## config.mk

```make
export PLATFORM = sky130hd
export DESIGN_NAME = debounce_sched_flat
export DESIGN_NICKNAME = d
export VERILOG_FILES = /design/src/rtl/debounce_sched_if.sv /design/src/rtl/debounce_sched.sv /design/src/flat_wrapper.sv
export SDC_FILE = /design/constraint.sdc
export NUM_CORES = 1
export LEC_CHECK = 0
export BUFFER_PORTS_ARGS = -buffer_cell sky130_fd_sc_hd__buf_2
export CAP_MARGIN = 40
export CORE_ASPECT_RATIO = 1.25
export CORE_UTILIZATION = 43
export CTS_BUF_LIST = sky130_fd_sc_hd__clkbuf_4
export DETAILED_ROUTE_END_ITERATION = 10
export PLACE_DENSITY = 0.71
export SLEW_MARGIN = 20
export SYNTH_ARGS = -nofsm -noshare
export SYNTH_HDL_FRONTEND = slang
export SYNTH_SLANG_ARGS = --single-unit
```

## constraint.sdc

```tcl
create_clock -name clk -period 2.3 [get_ports clk]
set_input_delay 0.345 -clock clk [delete_from_list [all_inputs] [get_ports clk]]
set_output_delay 0.345 -clock clk [all_outputs]
set_load 0.01 [all_outputs]
```

## src/rtl/debounce_sched_if.sv

```systemverilog
// Event port between the debounce scheduler and its consumer:
// valid/ready handshake carrying a channel index, edge direction and an overrun pulse.
interface debounce_sched_if #(
    parameter int NCH = 4
);
    localparam int CHW = $clog2(NCH);

    logic           ev_valid;
    logic           ev_ready;
    logic [CHW-1:0] ev_ch;
    logic           ev_rise;
    logic           ev_overrun;

    modport master (
        output ev_valid,
        output ev_ch,
        output ev_rise,
        output ev_overrun,
        input  ev_ready
    );

    modport slave (
        input  ev_valid,
        input  ev_ch,
        input  ev_rise,
        input  ev_overrun,
        output ev_ready
    );
endinterface

```

## src/rtl/debounce_sched.sv

```systemverilog
// Multi-channel switch debouncer: shared sample prescaler, per-channel stable counters,
// pending-edge flags and a round-robin arbiter feeding a valid/ready event port.
module debounce_sched #(
    parameter int NCH        = 4,
    parameter int DIV        = 50000,
    parameter int STABLE_CNT = 20
) (
    input  logic              clk,
    input  logic              reset_n,
    input  logic              en,
    input  logic [NCH-1:0]    sw,
    output logic [NCH-1:0]    db_level,
    debounce_sched_if.master  ev
);
    localparam int CHW = $clog2(NCH);
    localparam int PW  = $clog2(DIV);
    localparam int CW  = $clog2(STABLE_CNT + 1);

    localparam logic [PW-1:0] PRESC_MAX = PW'(DIV - 1);
    localparam logic [CW-1:0] CNT_LAST  = CW'(STABLE_CNT - 1);

    logic [NCH-1:0] sync1_q, sync2_q;
    logic [PW-1:0]  presc_q, presc_d;
    logic [CW-1:0]  cnt_q [NCH];
    logic [CW-1:0]  cnt_d [NCH];
    logic [NCH-1:0] db_q, db_d;
    logic [NCH-1:0] pend_q, pend_d;
    logic [NCH-1:0] pdir_q, pdir_d;
    logic [CHW-1:0] last_grant_q, last_grant_d;
    logic           ev_valid_q, ev_valid_d;
    logic [CHW-1:0] ev_ch_q, ev_ch_d;
    logic           ev_rise_q, ev_rise_d;
    logic           ev_overrun_q, ev_overrun_d;

    logic           tick;
    logic [NCH-1:0] flip;
    logic [NCH-1:0] grant;
    logic           load;
    logic           found;
    logic [CHW-1:0] grant_idx;
    logic [CHW-1:0] cand;

    // NOTE: every variable gets a default at the top of always_comb, so no path can infer a latch.
    always_comb begin
        presc_d      = presc_q;
        tick         = 1'b0;
        cnt_d        = cnt_q;
        db_d         = db_q;
        flip         = '0;
        pend_d       = pend_q;
        pdir_d       = pdir_q;
        last_grant_d = last_grant_q;
        ev_valid_d   = ev_valid_q;
        ev_ch_d      = ev_ch_q;
        ev_rise_d    = ev_rise_q;
        ev_overrun_d = 1'b0;
        grant        = '0;
        found        = 1'b0;
        grant_idx    = '0;
        cand         = '0;

        if (en) begin
            if (presc_q == PRESC_MAX) begin
                presc_d = '0;
                tick    = 1'b1;
            end else begin
                presc_d = presc_q + PW'(1);
            end
        end

        // Between ticks the synchronised input is ignored entirely.
        if (tick) begin
            for (int i = 0; i < NCH; i++) begin
                if (sync2_q[i] == db_q[i]) begin
                    cnt_d[i] = '0;
                end else if (cnt_q[i] == CNT_LAST) begin
                    cnt_d[i] = '0;
                    db_d[i]  = sync2_q[i];
                    flip[i]  = 1'b1;
                end else begin
                    cnt_d[i] = cnt_q[i] + CW'(1);
                end
            end
        end

        // Round-robin search starts just after the last granted channel.
        for (int off = 1; off <= NCH; off++) begin
            cand = CHW'((int'(last_grant_q) + off) % NCH);
            if (!found && pend_q[cand]) begin
                found     = 1'b1;
                grant_idx = cand;
            end
        end

        load = !ev_valid_q || ev.ev_ready;
        if (load) begin
            ev_valid_d = found;
            if (found) begin
                ev_ch_d           = grant_idx;
                ev_rise_d         = pdir_q[grant_idx];
                pend_d[grant_idx] = 1'b0;
                last_grant_d      = grant_idx;
                grant[grant_idx]  = 1'b1;
            end
        end

        // A new edge on a just-granted channel re-arms it without counting as an overrun.
        for (int i = 0; i < NCH; i++) begin
            if (flip[i]) begin
                if (pend_q[i] && !grant[i]) ev_overrun_d = 1'b1;
                pend_d[i] = 1'b1;
                pdir_d[i] = db_d[i];
            end
        end
    end

    // NOTE: sequential state uses non-blocking assignments so every flop samples pre-edge values.
    always_ff @(posedge clk or negedge reset_n) begin
        if (!reset_n) begin
            sync1_q      <= '0;
            sync2_q      <= '0;
            presc_q      <= '0;
            db_q         <= '0;
            pend_q       <= '0;
            pdir_q       <= '0;
            last_grant_q <= CHW'(NCH - 1);
            ev_valid_q   <= 1'b0;
            ev_ch_q      <= '0;
            ev_rise_q    <= 1'b0;
            ev_overrun_q <= 1'b0;
            // NOTE: the counter array is reset too; a stale partial count must not survive reset.
            for (int i = 0; i < NCH; i++) cnt_q[i] <= '0;
        end else begin
            sync1_q      <= sw;
            sync2_q      <= sync1_q;
            presc_q      <= presc_d;
            cnt_q        <= cnt_d;
            db_q         <= db_d;
            pend_q       <= pend_d;
            pdir_q       <= pdir_d;
            last_grant_q <= last_grant_d;
            ev_valid_q   <= ev_valid_d;
            ev_ch_q      <= ev_ch_d;
            ev_rise_q    <= ev_rise_d;
            ev_overrun_q <= ev_overrun_d;
        end
    end

    assign db_level      = db_q;
    assign ev.ev_valid   = ev_valid_q;
    assign ev.ev_ch      = ev_ch_q;
    assign ev.ev_rise    = ev_rise_q;
    assign ev.ev_overrun = ev_overrun_q;
endmodule

```

## src/flat_wrapper.sv

```systemverilog
// flat-port wrapper written by rule: the top's interface ports become plain ports
module debounce_sched_flat 
#(
    parameter int NCH        = 4,
    parameter int DIV        = 50000,
    parameter int STABLE_CNT = 20
)
  (clk, reset_n, en, sw, db_level, ev_ev_valid, ev_ev_ch, ev_ev_rise, ev_ev_overrun, ev_ev_ready);
  debounce_sched_if #(.NCH(NCH)) ev_i ();
  input  logic clk;
  input  logic reset_n;
  input  logic en;
  input  logic [NCH-1:0] sw;
  output logic [NCH-1:0] db_level;
  output wire logic [$bits(ev_i.ev_valid)-1:0] ev_ev_valid;
  output wire logic [$bits(ev_i.ev_ch)-1:0] ev_ev_ch;
  output wire logic [$bits(ev_i.ev_rise)-1:0] ev_ev_rise;
  output wire logic [$bits(ev_i.ev_overrun)-1:0] ev_ev_overrun;
  input wire logic [$bits(ev_i.ev_ready)-1:0] ev_ev_ready;
  assign ev_ev_valid = ev_i.ev_valid;
  assign ev_ev_ch = ev_i.ev_ch;
  assign ev_ev_rise = ev_i.ev_rise;
  assign ev_ev_overrun = ev_i.ev_overrun;
  assign ev_i.ev_ready = ev_ev_ready;
  debounce_sched #(.NCH(NCH), .DIV(DIV), .STABLE_CNT(STABLE_CNT)) u_core (.clk(clk), .reset_n(reset_n), .en(en), .sw(sw), .db_level(db_level), .ev(ev_i));
endmodule
```

==> flow_metrics.tcl <==
set metrics [dict create \
    status "complete, no violations" \
    clock_sink_count 63 \
    grt_first_pass_wirelength_mm 9.252 \
    synth-edff-count 0 \
    drtPass1Iterations 4 \
    clkTransAtPathRegs_ns 0.11 \
    p_leak_nw 1.593 \
    io_pins 17 \
    whs_ns 0.03609 \
    diodes 0 \
    hold_viol_final 0 \
    worstReg2RegStart "u_core.presc_q[1]" \
    ys_seq_area_share_pct 53.16 \
    drive_gt1_share_pct 12.92 \
    cp_data_arrival_time_ns 2.27 \
    viasPerCell 5.318 \
    overflow 0 \
    fill_cells 612 \
    cts_resized 0 \
    setup-violations-final 0 \
    finalWirelength_mm 5.318 \
    cts_max_level 3 \
    fp.dieH_um 94.93 \
    area_delta_synth_final_pct 13.40 \
    path_class "flip-flop to flip-flop" \
    cts_setup_buffers 0 \
    port_buffers 16 \
    worstHoldStart "sw[3]" \
    wl_per_cell_um 12.91 \
    first_global_vias 2063 \
    start_kind "flip-flop" \
    antenna_found_initial 0 \
    pre_cts_slack_ns 0.3846 \
    peakVddDrop_mv 0.5402 \
    drv_cap 0 \
    ys_ff_latch 63 \
    setup_tns_ns 0 \
    nNetsFinal 333 \
    dieArea_sq_um 7247 \
    postRouteAntennaNets 0 \
    synth_nets 307 \
    p_per_area_nw_per_um2 711.5 \
    dp_hpwl_mm 3.691 \
    clk_latency_ns 0.42 \
    dr.first_iter.drc_count 116 \
    row_count 33 \
    rsz0062_at_grt "no" \
    stdcell_count 412 \
    grt.total_usage_pct 16.55 \
    p_total_mw 2.396 \
    placed_cells 392 \
    period_share_pct 83.81 \
    cts_made_buffers 9 \
    multi_input_area_sq_um 1330 \
    min_period_ns 1.928 \
    synthFlopType "dfrtp_1" \
    vias 2191 \
    synth_area_per_cell_sq_um 10.10 \
    cts_tree "built" \
    regArea_sq_um 1579 \
    worst_pin_slew_ns 0.5932 \
    cts_root_buf "clkbuf_4" \
    routabilityCongestion 0.7924 \
    fmax_ghz 0.5188 \
    end_kind "flip-flop" \
    ys_warn_count 0 \
    hold_buffers 1 \
    slew_headroom_pct 59.89 \
    core_sq_um 6606 \
    syn_inst 294 \
    skew_ns 0.01326 \
    ys_async_sr_fraction_pct 100.0 \
    hold_class "input pin to flip-flop" \
    grt_max_degree 64 \
    yosysUniqueCellTypes 42 \
    critical_path.startpoint "u_core.presc_q[1]" \
    maxSlewViolCount 0 \
    clk_path_buf_depth 2 \
    fin_ws_ns 0.3724 \
    initial_core_util_pct 44.96 \
    required_ns 2.64 \
    syn_area_sq_um 2970 \
    drc 0 \
    worstPathMaxFanout 17 \
    die_x_um 76.34 \
]
==> area by class of cell <==
class | instances | share of cell area, %
clock inverter | 7 | 3.566
tap | 87 | 3.232
sequential | 63 | 46.88
inverter | 2 | 0.2229
timing repair buffer | 23 | 4.606
multi-input combinational | 221 | 39.49
clock buffer | 9 | 2.006
==> logic make-up after synthesis <==
kind of cell               after synthesis  synth area share [%]
adders and majority gates                5                 2.106
buffers and inverters                   10                 2.064
and+or+nand+nor                        126                 21.53
AOI/OAI and AO/OA                       67                 14.20
DFF                                     63                 53.16
xor gates and xnor gates                20                 5.897
muxes                                    3                 1.053
==> Yosys cell counts, types with 2 or more instances <==
| library cell | count | area, sq um |
|---|---|---|
| nor4b_1 | 3 | 26.28 |
| o2111ai_1 | 3 | 26.28 |
| o21ai_1 | 2 | 10.01 |
| nand2b_1 | 7 | 43.79 |
| dfrtp_1 | 61 | 1526 |
| and2_1 | 4 | 25.02 |
| mux2i_1 | 2 | 20.02 |
| a22o_1 | 8 | 70.07 |
| o21a_1 | 3 | 22.52 |
| xor2_1 | 9 | 78.83 |
| nor2_1 | 20 | 75.07 |
| buf_2 | 4 | 20.02 |
| ha_1 | 5 | 62.56 |
| dfstp_2 | 2 | 52.55 |
| buf_6 | 2 | 22.52 |
| nand2_1 | 45 | 168.9 |
| inv_1 | 2 | 7.510 |
| a21oi_1 | 6 | 30.03 |
| o211ai_1 | 2 | 15.01 |
| nand3_1 | 14 | 70.07 |
| nor3_1 | 8 | 40.04 |
| nor3b_1 | 5 | 37.54 |
| or3_1 | 2 | 12.51 |
| and3_1 | 4 | 25.02 |
| a21o_1 | 11 | 82.58 |
| nand4_1 | 5 | 31.28 |
| o21ai_0 | 29 | 145.1 |
| xnor2_1 | 11 | 96.34 |
| nor2b_1 | 2 | 12.51 |
==> worst max-delay path, cell delays in order (launching register included) <==
cell and delay [ns]:
dfrtp_1 0.39, ha_1 0.17, and4_1 0.34, and4_2 0.48, and2_1 0.22, o2111ai_1 0.12, nand4_1 0.12
==> per-layer routing <==
layer,global-route usage [%],vias to the layer above,wire [um],part of all wire (%)
li1,-,1103,-,-
met1,19.79,1052,2486,47
met2,27.33,27,2566,48
met3,4.444,9,138,2.6
met4,8.974,0,127,2.4
met5,0,-,0,0
==> layout by cell type (no fill, tap or decap), types with 3 or more instances in the layout <==
| cell | netlist | layout |
|---|---|---|
| dfrtp_1 | 61 | 61 |
| nand2_1 | 45 | 45 |
| o21ai_0 | 29 | 29 |
| nor2_1 | 20 | 20 |
| buf_2 | 4 | 16 |
| nand3_1 | 14 | 14 |
| a21o_1 | 11 | 11 |
| xnor2_1 | 11 | 11 |
| xor2_1 | 9 | 9 |
| clkbuf_4 | 0 | 9 |
| nor3_1 | 8 | 8 |
| a22o_1 | 8 | 8 |
| nand2b_1 | 7 | 7 |
| a21oi_1 | 6 | 6 |
| nor3b_1 | 5 | 5 |
| nand4_1 | 5 | 5 |
| ha_1 | 5 | 5 |
| and2_1 | 4 | 4 |
| and3_1 | 4 | 4 |
| dlygate4sd3_1 | 0 | 4 |
| nor4b_1 | 3 | 3 |
| o21a_1 | 3 | 3 |
| o2111ai_1 | 3 | 3 |
| bufinv_16 | 0 | 3 |
==> report_power, final <==
group | internal [mW] | total (mW) | switching (mW)
clock | 0.553 | 0.979 | 0.426
combinational | 0.0819 | 0.171 | 0.0890
sequential | 1.17 | 1.25 | 0.0727
total | 1.81 | 2.40 | 0.587
==> state kept, by name, summed over array words and instances, names as in the netlist <==
name	flops
u_core.pend_q	4
u_core.pdir_q	4
u_core.ev.ev_overrun	1
u_core.sync1_q	4
u_core.cnt_q	20
u_core.ev.ev_ch	2
u_core.last_grant_q	2
u_core.sync2_q	4
u_core.presc_q	16
u_core.ev.ev_valid	1
u_core.ev.ev_rise	1
u_core.db_level	4
==> path summary, 6_finish.rpt <==
kind                       slack, ns  cells past startpoint                endpoint
min in group asynchronous       0.45                      3       u_core.ev.ev_rise
max                             0.37                      6    u_core.ev.ev_overrun
min reg2reg                     0.36                      0       u_core.sync2_q[3]
max in group asynchronous       1.55                      3  u_core.last_grant_q[1]
max reg2reg                     0.37                      6    u_core.ev.ev_overrun
min                             0.04                      1       u_core.sync1_q[3]
==> per-stage QoR <==
| step | util, % | area [sq um] |
|---|---|---|
| after CTS | 50.53 | 3338 |
| final | 50.98 | 3368 |
| after detailed placement | 47.54 | 3141 |
| after global placement | 47.54 | 3141 |
| after global routing | 50.98 | 3368 |
| after floorplan | - | 2970 |
No activity file was read; power rests on OpenSTA's default activity.
